**src/rtl/regfile_pkg.sv**
```systemverilog
// Shared types and constants for the register-file write-back path.
package regfile_pkg;

  localparam int unsigned AW    = 5;
  localparam int unsigned DW    = 32;
  localparam int unsigned NREGS = 32;

  localparam logic [AW-1:0] REG_ZERO = '0;

  typedef struct packed {
    logic [AW-1:0] addr;
    logic [DW-1:0] data;
  } wr_req_t;

endpackage

```
**src/rtl/wb_scoreboard.sv**
```systemverilog
// Pending-write scoreboard for long-latency LDU destinations; flags RAW hazards on reads.
module wb_scoreboard
  import regfile_pkg::*;
(
  input  logic          clk,
  input  logic          rst_n,
  input  logic          issue_valid_i,
  input  logic [AW-1:0] issue_addr_i,
  output logic          issue_ready_o,
  input  logic          commit_i,
  input  logic [AW-1:0] commit_addr_i,
  input  logic [AW-1:0] rd_addr0_i,
  input  logic [AW-1:0] rd_addr1_i,
  output logic          hazard_o
);

  logic [NREGS-1:0] pending_q, pending_d;
  logic             issue_hs;

  assign issue_ready_o = rst_n & ~pending_q[issue_addr_i];
  assign issue_hs      = issue_valid_i & issue_ready_o;
  assign hazard_o      = pending_q[rd_addr0_i] | pending_q[rd_addr1_i];

  // Clear first so a same-edge issue to the committing address keeps the bit set.
  always_comb begin
    pending_d = pending_q;
    if (commit_i) begin
      pending_d[commit_addr_i] = 1'b0;
    end
    if (issue_hs && (issue_addr_i != REG_ZERO)) begin
      pending_d[issue_addr_i] = 1'b1;
    end
    pending_d[REG_ZERO] = 1'b0;
  end

  always_ff @(posedge clk or negedge rst_n) begin
    if (!rst_n) begin
      pending_q <= '0;
    end else begin
      pending_q <= pending_d;
    end
  end

endmodule

```
**src/rtl/regfile_wb_ctrl.sv**
```systemverilog
// Register-file write-port arbiter: ALU vs. LDU with LDU anti-starvation, registered
// write stage and a pending-write scoreboard for LDU destinations.
module regfile_wb_ctrl
  import regfile_pkg::*;
#(
  parameter int unsigned STARVE_MAX = 3
) (
  input  logic          clk,
  input  logic          rst_n,
  input  logic          alu_valid,
  output logic          alu_ready,
  input  logic [AW-1:0] alu_addr,
  input  logic [DW-1:0] alu_data,
  input  logic          ldu_valid,
  output logic          ldu_ready,
  input  logic [AW-1:0] ldu_addr,
  input  logic [DW-1:0] ldu_data,
  input  logic          issue_valid,
  output logic          issue_ready,
  input  logic [AW-1:0] issue_addr,
  input  logic [AW-1:0] rd_addr0,
  input  logic [AW-1:0] rd_addr1,
  output logic          hazard,
  output logic          regWr,
  output logic [AW-1:0] addrWr,
  output logic [DW-1:0] wr_data
);

  localparam int unsigned CntW = $clog2(STARVE_MAX + 1);
  localparam logic [CntW-1:0] StarveMax = CntW'(STARVE_MAX);

  logic [CntW-1:0] starve_q, starve_d;
  logic            force_ldu;
  logic            alu_hs, ldu_hs;
  wr_req_t         grant;
  wr_req_t         wr_q, wr_d;
  logic            regwr_q, regwr_d;

  assign force_ldu = (starve_q == StarveMax);

  always_comb begin
    alu_ready = 1'b0;
    ldu_ready = 1'b0;
    if (rst_n) begin
      if (force_ldu) begin
        ldu_ready = 1'b1;
      end else begin
        alu_ready = 1'b1;
        ldu_ready = ~alu_valid;
      end
    end
  end

  assign alu_hs = alu_valid & alu_ready;
  assign ldu_hs = ldu_valid & ldu_ready;

  // Readies are mutually exclusive whenever both requesters are valid, so one grant at most.
  always_comb begin
    grant.addr = alu_addr;
    grant.data = alu_data;
    if (ldu_hs) begin
      grant.addr = ldu_addr;
      grant.data = ldu_data;
    end
  end

  always_comb begin
    starve_d = '0;
    if (ldu_valid && !ldu_ready) begin
      starve_d = force_ldu ? starve_q : starve_q + CntW'(1);
    end
  end

  always_comb begin
    wr_d    = wr_q;
    regwr_d = 1'b0;
    if (alu_hs || ldu_hs) begin
      wr_d    = grant;
      regwr_d = (grant.addr != REG_ZERO);
    end
  end

  always_ff @(posedge clk or negedge rst_n) begin
    if (!rst_n) begin
      starve_q <= '0;
      wr_q     <= '0;
      regwr_q  <= 1'b0;
    end else begin
      starve_q <= starve_d;
      wr_q     <= wr_d;
      regwr_q  <= regwr_d;
    end
  end

  assign regWr   = regwr_q;
  assign addrWr  = wr_q.addr;
  assign wr_data = wr_q.data;

  wb_scoreboard u_scoreboard (
    .clk          (clk),
    .rst_n        (rst_n),
    .issue_valid_i(issue_valid),
    .issue_addr_i (issue_addr),
    .issue_ready_o(issue_ready),
    .commit_i     (regwr_q),
    .commit_addr_i(wr_q.addr),
    .rd_addr0_i   (rd_addr0),
    .rd_addr1_i   (rd_addr1),
    .hazard_o     (hazard)
  );

endmodule

```
**config.mk**
```make
export PLATFORM = sky130hd
export DESIGN_NAME = regfile_wb_ctrl
export DESIGN_NICKNAME = d
export VERILOG_FILES = /design/src/rtl/regfile_pkg.sv /design/src/rtl/wb_scoreboard.sv /design/src/rtl/regfile_wb_ctrl.sv
export SDC_FILE = /design/constraint.sdc
export NUM_CORES = 1
export LEC_CHECK = 0
export ABC_AREA = 1
export CORE_MARGIN = 4
export CORE_UTILIZATION = 50
export DETAILED_ROUTE_END_ITERATION = 8
export PLACE_DENSITY = 0.88
export SETUP_SLACK_MARGIN = 0.15
export SLEW_MARGIN = 10
export SYNTH_ARGS = -nofsm -noshare
export SYNTH_HDL_FRONTEND = slang
export SYNTH_SLANG_ARGS = --single-unit
export TNS_END_PERCENT = 100
```
**constraint.sdc**
```tcl
create_clock -name clk -period 4.9 [get_ports clk]
set_input_delay 1.47 -clock clk [delete_from_list [all_inputs] [get_ports clk]]
set_output_delay 1.47 -clock clk [all_outputs]
set_load 0.03 [all_outputs]
```
==> qor.txt, run 1 <==
status = completed
CTS tree = built
Max clock buf depth = 2
DRT Pass-1 Iters = 6
Filler Cells Inserted = 681
post-placement cell area = 5710 sq um
crit-path cells = clkdlybuf4s50_1, inv_2, nand2_1, nand2_1, nand2_1, nand2_1, nand2_1, nand2_1, nor2_1, nand2_1, nor2_4, buf_4
# nets final = 846
wire length of the first global-routing pass = 23800 um
Tot Pwr = 2090 uW
Slew Limit Fails = 0
Post-DRT Antenna Nets = 0
nature of the critical path endpoint = primary output
Max transition margin = 22.8%
clock slew at the register clock pins of the worst setup and hold paths = 0.07 ns
via-per-instance ratio = 5.82
WL final = 15000 um
initial drt markers = 585
Max Clk Rate = 217 MHz
Worst Skew = 0.00789 ns
Final HPWL DP = 11300 um
R2R Path End = addrWr[0]$_DFFE_PN0P_
Reg2Reg Setup Slack = 2.56 ns
post-synth net total = 722
reg-to-reg startpoint = starve_q[0]$_DFFE_PN0P_
number of flops mapped to enable cells by yosys = 0
Main synth FF type = dfrtp_1
commonest non-fill, non-tap cell in the layout = nand2_1
WP data required = 3.43 ns
initial antenna violation count = 0
Min-Delay Path Class = reg -> reg
gr usage total = 29.6%
Port-buffer cells = 135
R2R cell count = 7
commonest non-fill, non-tap cells in the layout = 146 x nand2_1, 129 x clkdlybuf4s50_1, 116 x o21ai_0
Pleak = 0.00259 uW
max incr delay on CP = 0.70 ns
cell area after layout = 5890 sq um
Placer Congestion = 1.02
Post-Syn Instances = 627
Area Overhead vs Synth = 36.1%
Peak VDD IR = 0.203 mV
Initial Utilization = 51.9%
DIE AREA = 10200 sq um
row cnt = 33
Hold Worst Slack = 0.484 ns
Critical Path Sink = issue_ready
vias = 4998
routed length per instance = 17.4 um
instance count on the critical path = 12
critical path peak fanout = 9
Sink Count = 71
Post-synth ARST share = 100%
Worst Setup SP = issue_addr[0]
Chip Width = 101 um
fin crit share = 94.2%
critical path startpoint category = input pin
WS Path Type = in -> out
placed cell count = 845
Clk Latency, worst-skew pair = 0.34 ns
H-tree levels = 3
TNS Setup = 0 ns
setup violators final = 0
share of cells above drive strength 1 = 4.51%
worst-margin pin slew = 1.16 ns
Final Non-Filler Cells = 859
maxcap violations = 0
Synth Warn # = 0
fin crit period = 4.62 ns
hold bufs inserted after CTS = 0
Top cell by count, worst path = nand2_1
RSZ-0062 raised after global routing = yes
ANT cells = 0
Final Hold Viols = 0
critical path arrival = 3.15 ns
grt ovf = 0
Mean Syn Cell Area = 6.91 sq um
Buf/Inv on CP = 3
Die Height = 101 um
clock root cell = clkbuf_8
cell area after synthesis = 4330 sq um
Core ar. = 8340 sq um
CP max-delay cell = clkdlybuf4s50_1
vias in the first global route = 4805
#FFs+latches synth = 71
synth unique cells = 31
CTS Buf Count = 9
Top Family by Delay on Critical Path = buffers and inverters
largest net degree at the start of global routing = 61
Residual DRC = 0
number of I/O pins = 136
P per Cell Area = 354 nW/um^2
post-synthesis sequential area ratio = 41.0%
-- state kept, by name, indices dropped and copies added, names as in the netlist --
| register | count |
|---|---|
| addrWr | 5 |
| u_scoreboard.pending_q | 31 |
| wr_data | 32 |
| starve_q | 2 |
| regWr | 1 |
-- per-stage QoR --
stage / util, % / setup WS, ns
CTS: 70.6 / 0.239
global route: 70.7 / 0.118
floorplan: - / 0.884
finish: 70.7 / 0.283
global placement: 68.4 / 0.281
detailed placement: 68.4 / 0.262
-- Yosys cell counts (2+ instances only) --
| cell | number | area, sq um |
|---|---|---|
| o22ai_1 | 3 | 18.8 |
| nor2_1 | 84 | 315 |
| nand3_1 | 32 | 160 |
| buf_6 | 6 | 67.6 |
| o21ai_1 | 23 | 115 |
| nand4_1 | 31 | 194 |
| dfrtp_1 | 71 | 1780 |
| buf_1 | 2 | 7.51 |
| a21oi_1 | 20 | 100 |
| nor3_1 | 7 | 35.0 |
| o211ai_1 | 3 | 22.5 |
| buf_2 | 6 | 30.0 |
| inv_2 | 3 | 11.3 |
| nand2_1 | 146 | 548 |
| clkbuf_1 | 18 | 67.6 |
| inv_1 | 42 | 158 |
| o21ai_0 | 116 | 581 |
-- area by class of cell --
type / instances / area, sq um / share of cell area [%]
well taps: 105 / 131 / 2.23
multi-input cells: 478 / 2210 / 37.5
clock buffers: 13 / 149 / 2.53
flip-flops and latches: 71 / 1780 / 30.1
clock inverters: 1 / 30.0 / 0.509
repair buffers: 145 / 1420 / 24.2
inverters: 46 / 175 / 2.97
-- timing repair --
action                     CTS  global route
setup endpoints to repair    0             2
resized for setup            0             4
buffers inserted             0             0
-- worst min-delay path by stage --
stage                                             start  depth (start not counted)  slack [ns]                                   to
finish                           wr_data[5]$_DFFE_PN0P_                          2        0.48               wr_data[5]$_DFFE_PN0P_
global route                     wr_data[5]$_DFFE_PN0P_                          2        0.51               wr_data[5]$_DFFE_PN0P_
CTS                              wr_data[5]$_DFFE_PN0P_                          2        0.49               wr_data[5]$_DFFE_PN0P_
detailed placement               wr_data[5]$_DFFE_PN0P_                          2        0.47               wr_data[5]$_DFFE_PN0P_
global placement                 wr_data[4]$_DFFE_PN0P_                          2        0.47               wr_data[4]$_DFFE_PN0P_
floorplan           u_scoreboard.pending_q[4]$_DFF_PN0_                          2        0.47  u_scoreboard.pending_q[4]$_DFF_PN0_
-- report_power, final --
| part | switching, uW | internal, uW | total (uW) |
|---|---|---|---|
| sequential | 174 | 743 | 917 |
| combinational | 425 | 296 | 721 |
| clock | 203 | 244 | 447 |
| total | 801 | 1280 | 2090 |
-- logic make-up (layout without fill, tap and decap cells) --
kind of cell               count (synthesis)  after routing  synth area share [%]
AOI/OAI and AO/OA                        170            170                  20.3
adders and majority gates                  1              1                 0.289
DFF                                       71             71                  41.0
muxes                                      1              1                 0.231
buffers and inverters                     78            205                  8.03
and+or+nand+nor                          305            305                  30.0
xor gates and xnor gates                   1              1                 0.202
-- per-layer routing --
metal	part of all wire [%]	global-route usage [%]	routed length (um)	vias up
met1	39	35.4	5800	2289
li1	-	-	-	2348
met2	47	49.4	7000	311
met4	3.6	12.5	532	0
met3	11	9.00	1630	50
met5	0	0	0	-
-- worst min-delay path, cell delays in order (launching register included) --
cell     delay, ns
dfrtp_1       0.35
nand2_1       0.05
o21ai_0       0.05
Power figures use the tool's default switching activity.
==> run 2, diff against run 1 <==
--- a/config.mk
+++ b/config.mk
@@ -6,10 +6,9 @@
 export NUM_CORES = 1
 export LEC_CHECK = 0
 export ABC_AREA = 1
-export CORE_MARGIN = 4
 export CORE_UTILIZATION = 50
 export DETAILED_ROUTE_END_ITERATION = 8
-export PLACE_DENSITY = 0.88
+export PLACE_DENSITY_LB_ADDON = 0.05
 export SETUP_SLACK_MARGIN = 0.15
 export SLEW_MARGIN = 10
 export SYNTH_ARGS = -nofsm -noshare
==> qor.txt, run 2 (synthesized netlist as in run 1, its figures left out) <==
critical path startpoint category = input pin
worst-margin pin slew = 1.13 ns (-0.0225 ns)
DIE AREA = 9040 sq um (-12%)
max incr delay on CP = 0.60 ns (-0.10 ns)
WS Path Type = in -> out
Area Overhead vs Synth = 37.0%
DRT Pass-1 Iters = 6 (unchanged)
CTS Buf Count = 9 (unchanged)
Initial Utilization = 52.2% (+0.26 points)
Sink Count = 71 (unchanged)
H-tree levels = 3 (unchanged)
row cnt = 33 (unchanged)
CTS tree = built
setup violators final = 0 (unchanged)
nature of the critical path endpoint = primary output
largest net degree at the start of global routing = 68 (+11%)
Min-Delay Path Class = reg -> reg
Residual DRC = 0 (unchanged)
Top cell by count, worst path = nand2_1
setup bufs post-CTS = 0 (unchanged)
Peak VDD IR = 0.202 mV (-0.36%)
R2R cell count = 7 (unchanged)
Port-buffer cells = 135 (unchanged)
clock root cell = clkbuf_8
Reg2Reg Setup Slack = 2.43 ns (-0.13 ns)
cts repair resizes = 0 (unchanged)
Post-DRT Antenna Nets = 0 (unchanged)
fin crit share = 95.0% (+0.75 points)
Core ar. = 8300 sq um (-0.50%)
WP data required = 3.43 ns (about the same)
RSZ-0062 raised after global routing = yes
R2R Path End = regWr$_DFF_PN0_
Buf/Inv on CP = 3 (unchanged)
via-per-instance ratio = 5.66 (-2.7%)
initial antenna violation count = 1 (+1)
initial drt markers = 312 (-47%)
max reg flops = 32 (unchanged)
Final HPWL DP = 10600 um (-6.7%)
gr usage total = 33.3% (+3.7 points)
Placer Congestion = 0.953 (-6.4%)
CP max-delay cell = clkdlybuf4s50_1
Max Clk Rate = 215 MHz (-0.79%)
Pleak = 0.00260 uW (+0.35%)
routed length per instance = 16.5 um (-5.1%)
fin crit period = 4.65 ns (+0.0365 ns)
vias = 4886 (-2.2%)
reg-to-reg startpoint = starve_q[0]$_DFFE_PN0P_
P per Cell Area = 355 nW/um^2 (+0.29%)
WL final = 14300 um (-4.7%)
vias in the first global route = 4680 (-2.6%)
Max transition margin = 24.2% (+1.3 points)
wire length of the first global-routing pass = 23000 um (-3.4%)
Chip Width = 95.1 um (-5.9%)
Clk Latency, worst-skew pair = 0.34 ns (about the same)
Worst Skew = 0.0114 ns (+0.00348 ns)
grt ovf = 0 (unchanged)
critical path arrival = 3.18 ns (+0.03 ns)
instance count on the critical path = 12 (unchanged)
Slew Limit Fails = 0 (unchanged)
status = completed
Hold Worst Slack = 0.493 ns (+0.00848 ns)
Final Hold Viols = 0 (unchanged)
clock slew at the register clock pins of the worst setup and hold paths = 0.08 ns (about the same)
critical path peak fanout = 18 (+9)
Die Height = 95.1 um (-5.9%)
Top Family by Delay on Critical Path = buffers and inverters
Worst Setup SP = rd_addr1[0]
number of I/O pins = 136 (unchanged)
hold bufs inserted after CTS = 0 (unchanged)
TNS Setup = 0 ns (unchanged)
crit-path cells = clkdlybuf4s50_1, buf_6, a21oi_1, o21ai_0, o21ai_0, nand2_1, nand2_1, nand2_1, nand2_1, o21ai_0, nand2_1, buf_4
maxcap violations = 0 (unchanged)
commonest non-fill, non-tap cell in the layout = nand2_1
share of cells above drive strength 1 = 5.15% (+0.64 points)
# nets final = 847 (+0.12%)
commonest non-fill, non-tap cells in the layout = 145 x nand2_1, 130 x clkdlybuf4s50_1, 116 x o21ai_0
Max clock buf depth = 2 (unchanged)
Critical Path Sink = hazard
-- run 2: changes by cell type in the layout (fill, tap and decap cells not counted), sizes merged --
cell | previous run | this run
buf | 13 | 14
clkbuf | 13 | 14
clkdlybuf4s50 | 129 | 130
clkinv | 0 | 1
diode | 0 | 1
dlymetal6s2s | 3 | 2
-- run 2: metrics by stage --
step	utilization, %	setup slack, ns	cell area [sq um]	power (uW)	cells
floorplan	-	0.884	4330	1290	627
global placement	68.8	0.296	5710	1600	846
detailed placement	68.8	0.239	5710	1620	846
CTS	71.3	0.233	5910	2100	862
global route	71.5	0.126	5930	2230	863
finish	71.5	0.247	5930	2100	863
-- run 2: report_power, final --
| group | switching [uW] | internal, uW |
|---|---|---|
| clock network | 216 | 265 |
| logic | 423 | 297 |
| registers | 161 | 742 |
| total | 800 | 1300 |
-- run 2: area by class of cell --
cell class	instances	area, sq um
flip-flops and latches	71	1780
multi-input cells	478	2210
fillers	686	2370
clock buffers	14	163
inverters	46	175
clock inverters	2	38.8
repair buffers	146	1430
well taps	105	131
diodes	1	2.50
-- run 2: worst min-delay path by stage --
stage / startpoint / endpoint / cells after the start
final: wr_data[0]$_DFFE_PN0P_ / wr_data[0]$_DFFE_PN0P_ / 2
after floorplan: u_scoreboard.pending_q[4]$_DFF_PN0_ / u_scoreboard.pending_q[4]$_DFF_PN0_ / 2
after detailed placement: wr_data[2]$_DFFE_PN0P_ / wr_data[2]$_DFFE_PN0P_ / 2
after global routing: wr_data[2]$_DFFE_PN0P_ / wr_data[2]$_DFFE_PN0P_ / 2
after CTS: wr_data[13]$_DFFE_PN0P_ / wr_data[13]$_DFFE_PN0P_ / 2
after global placement: wr_data[18]$_DFFE_PN0P_ / wr_data[18]$_DFFE_PN0P_ / 2
-- run 2: routing by layer --
metal	routed length, um	global-route usage, %	up-vias
li1	-	-	2349
met3	1320	9.89	33
met4	491	15.0	0
met1	5480	38.0	2272
met5	0	0	-
met2	6960	57.3	232
-- run 2: worst min-delay path, cell delays in order, from the launching register on --
cell,delay [ns]
dfrtp_1,0.35
nand2_1,0.05
o21ai_0,0.06
==> run 3, diff against run 2 <==
--- a/config.mk
+++ b/config.mk
@@ -6,6 +6,7 @@
 export NUM_CORES = 1
 export LEC_CHECK = 0
 export ABC_AREA = 1
+export CORE_MARGIN = 2
 export CORE_UTILIZATION = 50
 export DETAILED_ROUTE_END_ITERATION = 8
 export PLACE_DENSITY_LB_ADDON = 0.05
==> qor.txt, run 3 (synthesized netlist as in run 1, its figures left out) <==
fin crit period = 4.60 ns (-0.0576 ns)
CTS tree = built
Die Height = 97.1 um (+2.1%)
worst-margin pin slew = 1.18 ns (+0.0463 ns)
via-per-instance ratio = 5.69 (+0.53%)
commonest non-fill, non-tap cells in the layout = 146 x nand2_1, 128 x clkdlybuf4s50_1, 116 x o21ai_0
Placer Congestion = 1.00 (+5.3%)
clock slew at the register clock pins of the worst setup and hold paths = 0.07 ns (about the same)
R2R Path End = regWr$_DFF_PN0_
routed length per instance = 16.6 um (+0.55%)
Chip Width = 97.1 um (+2.1%)
Filler Cells Inserted = 716 (+4.4%)
Sink Count = 71 (unchanged)
critical path arrival = 3.13 ns (-0.05 ns)
critical path peak fanout = 5 (-13)
P per Cell Area = 354 nW/um^2 (-0.28%)
Core ar. = 8300 sq um (unchanged)
Worst Skew = 0.0105 ns (-0.000872 ns)
Peak VDD IR = 0.172 mV (-15%)
Final HPWL DP = 10700 um (+1.4%)
initial drt markers = 276 (-12%)
grt ovf = 0 (unchanged)
clock root cell = clkbuf_8
cell area after layout = 5920 sq um (-0.23%)
hold bufs inserted after CTS = 0 (unchanged)
gr usage total = 30.8% (-2.5 points)
Final Core Density = 71.3% (-0.17 points)
commonest non-fill, non-tap cell in the layout = nand2_1
# nets final = 848 (+0.12%)
Slew Limit Fails = 0 (unchanged)
fin crit share = 93.8% (-1.2 points)
DIE AREA = 9420 sq um (+4.3%)
Port-buffer cells = 135 (unchanged)
WS Path Type = in -> out
critical path startpoint category = input pin
Initial Utilization = 52.2% (unchanged)
Pleak = 0.00262 uW (+0.65%)
Reg2Reg Setup Slack = 2.28 ns (-0.15 ns)
status = completed
TNS Setup = 0 ns (unchanged)
post-placement cell area = 5720 sq um (+0.13%)
max reg flops = 32 (unchanged)
Final Hold Viols = 0 (unchanged)
row cnt = 33 (unchanged)
Clk Latency, worst-skew pair = 0.36 ns (+0.02 ns)
Area Overhead vs Synth = 36.7%
worst hold start = wr_data[16]$_DFFE_PN0P_
share of cells above drive strength 1 = 5.15% (-0.0068 points)
Max clock buf depth = 2 (unchanged)
largest net degree at the start of global routing = 69 (+1.5%)
wire length of the first global-routing pass = 23500 um (+2.3%)
ANT cells = 0 (-1)
vias in the first global route = 4779 (+2.1%)
reg-to-reg startpoint = starve_q[0]$_DFFE_PN0P_
Worst Hold End = wr_data[16]$_DFFE_PN0P_
Residual DRC = 0 (unchanged)
setup violators final = 0 (unchanged)
number of I/O pins = 136 (unchanged)
DRT Pass-1 Iters = 5 (-1)
H-tree levels = 3 (unchanged)
hold depth = 2 (unchanged)
RSZ-0062 raised after global routing = no
maxcap violations = 0 (unchanged)
nature of the critical path endpoint = primary output
CTS Buf Count = 9 (unchanged)
vias = 4912 (+0.53%)
WL final = 14300 um (+0.55%)
WP data required = 3.43 ns (about the same)
Post-DRT Antenna Nets = 0 (unchanged)
Max transition margin = 21.2% (-2.9 points)
Setup WS post-layout = 0.304 ns (+0.0576 ns)
Max Clk Rate = 218 MHz (+1.3%)
Min-Delay Path Class = reg -> reg
R2R cell count = 7 (unchanged)
Placement Setup Slack = 0.172 ns (-0.0677 ns)
initial antenna violation count = 0 (-1)
[run 3: worst max-delay path, stage by stage]
cell	delay (ns)
clkdlybuf4s50_1	0.57
inv_1	0.11
nor3_1	0.45
o21ai_1	0.14
nand3_1	0.16
nor2_4	0.06
buf_4	0.16
[run 3: per-layer routing]
metal / share of wire, % / global-route usage (%) / up-vias / wire, um
li1: - / - / 2369 / -
met1: 39 / 37.5 / 2218 / 5540
met2: 46 / 49.1 / 271 / 6600
met3: 10 / 8.99 / 54 / 1450
met4: 5.2 / 17.4 / 0 / 746
met5: 0 / 0 / - / 0
[run 3: area by class of cell]
type | instances | area, sq um | area share (%)
timing repair buffer | 147 | 1440 | 24.3
multi-input combinational | 478 | 2210 | 37.3
clock buffer | 10 | 128 | 2.16
inverter | 46 | 175 | 2.96
clock inverter | 6 | 61.3 | 1.04
sequential | 71 | 1780 | 30.0
tap | 105 | 131 | 2.22
[run 3: metrics by stage]
stage	hold slack, ns	total power [uW]	std cells
2_1_floorplan	0.472	1290	627
3_3_place_gp	0.470	1610	847
3_5_place_dp	0.473	1620	847
4_1_cts	0.489	2080	863
5_1_grt	0.512	2220	863
6_report	0.486	2090	863
[run 3: where the power goes]
part / total [uW] / leakage (uW) / switching, uW / internal (uW)
sequential: 912 / 0.000828 / 170 / 742
clock: 464 / 0.0000960 / 230 / 233
combinational: 719 / 0.00170 / 422 / 297
total: 2090 / 0.00262 / 821 / 1270
[run 3: how the worst max path moves through the flow]
stage	from	end	slack [ns]
detailed placement	issue_addr[0]	issue_ready	0.17
finish	issue_addr[2]	issue_ready	0.30
floorplan	rd_addr0[1]	hazard	0.88
global route	issue_addr[2]	issue_ready	0.19
global placement	issue_addr[0]	issue_ready	0.22
CTS	issue_addr[0]	issue_ready	0.17
[run 3: what timing repair did]
item,CTS,global route
buffers inserted,0,0
setup endpoints to repair,0,2
gates resized for setup,0,4
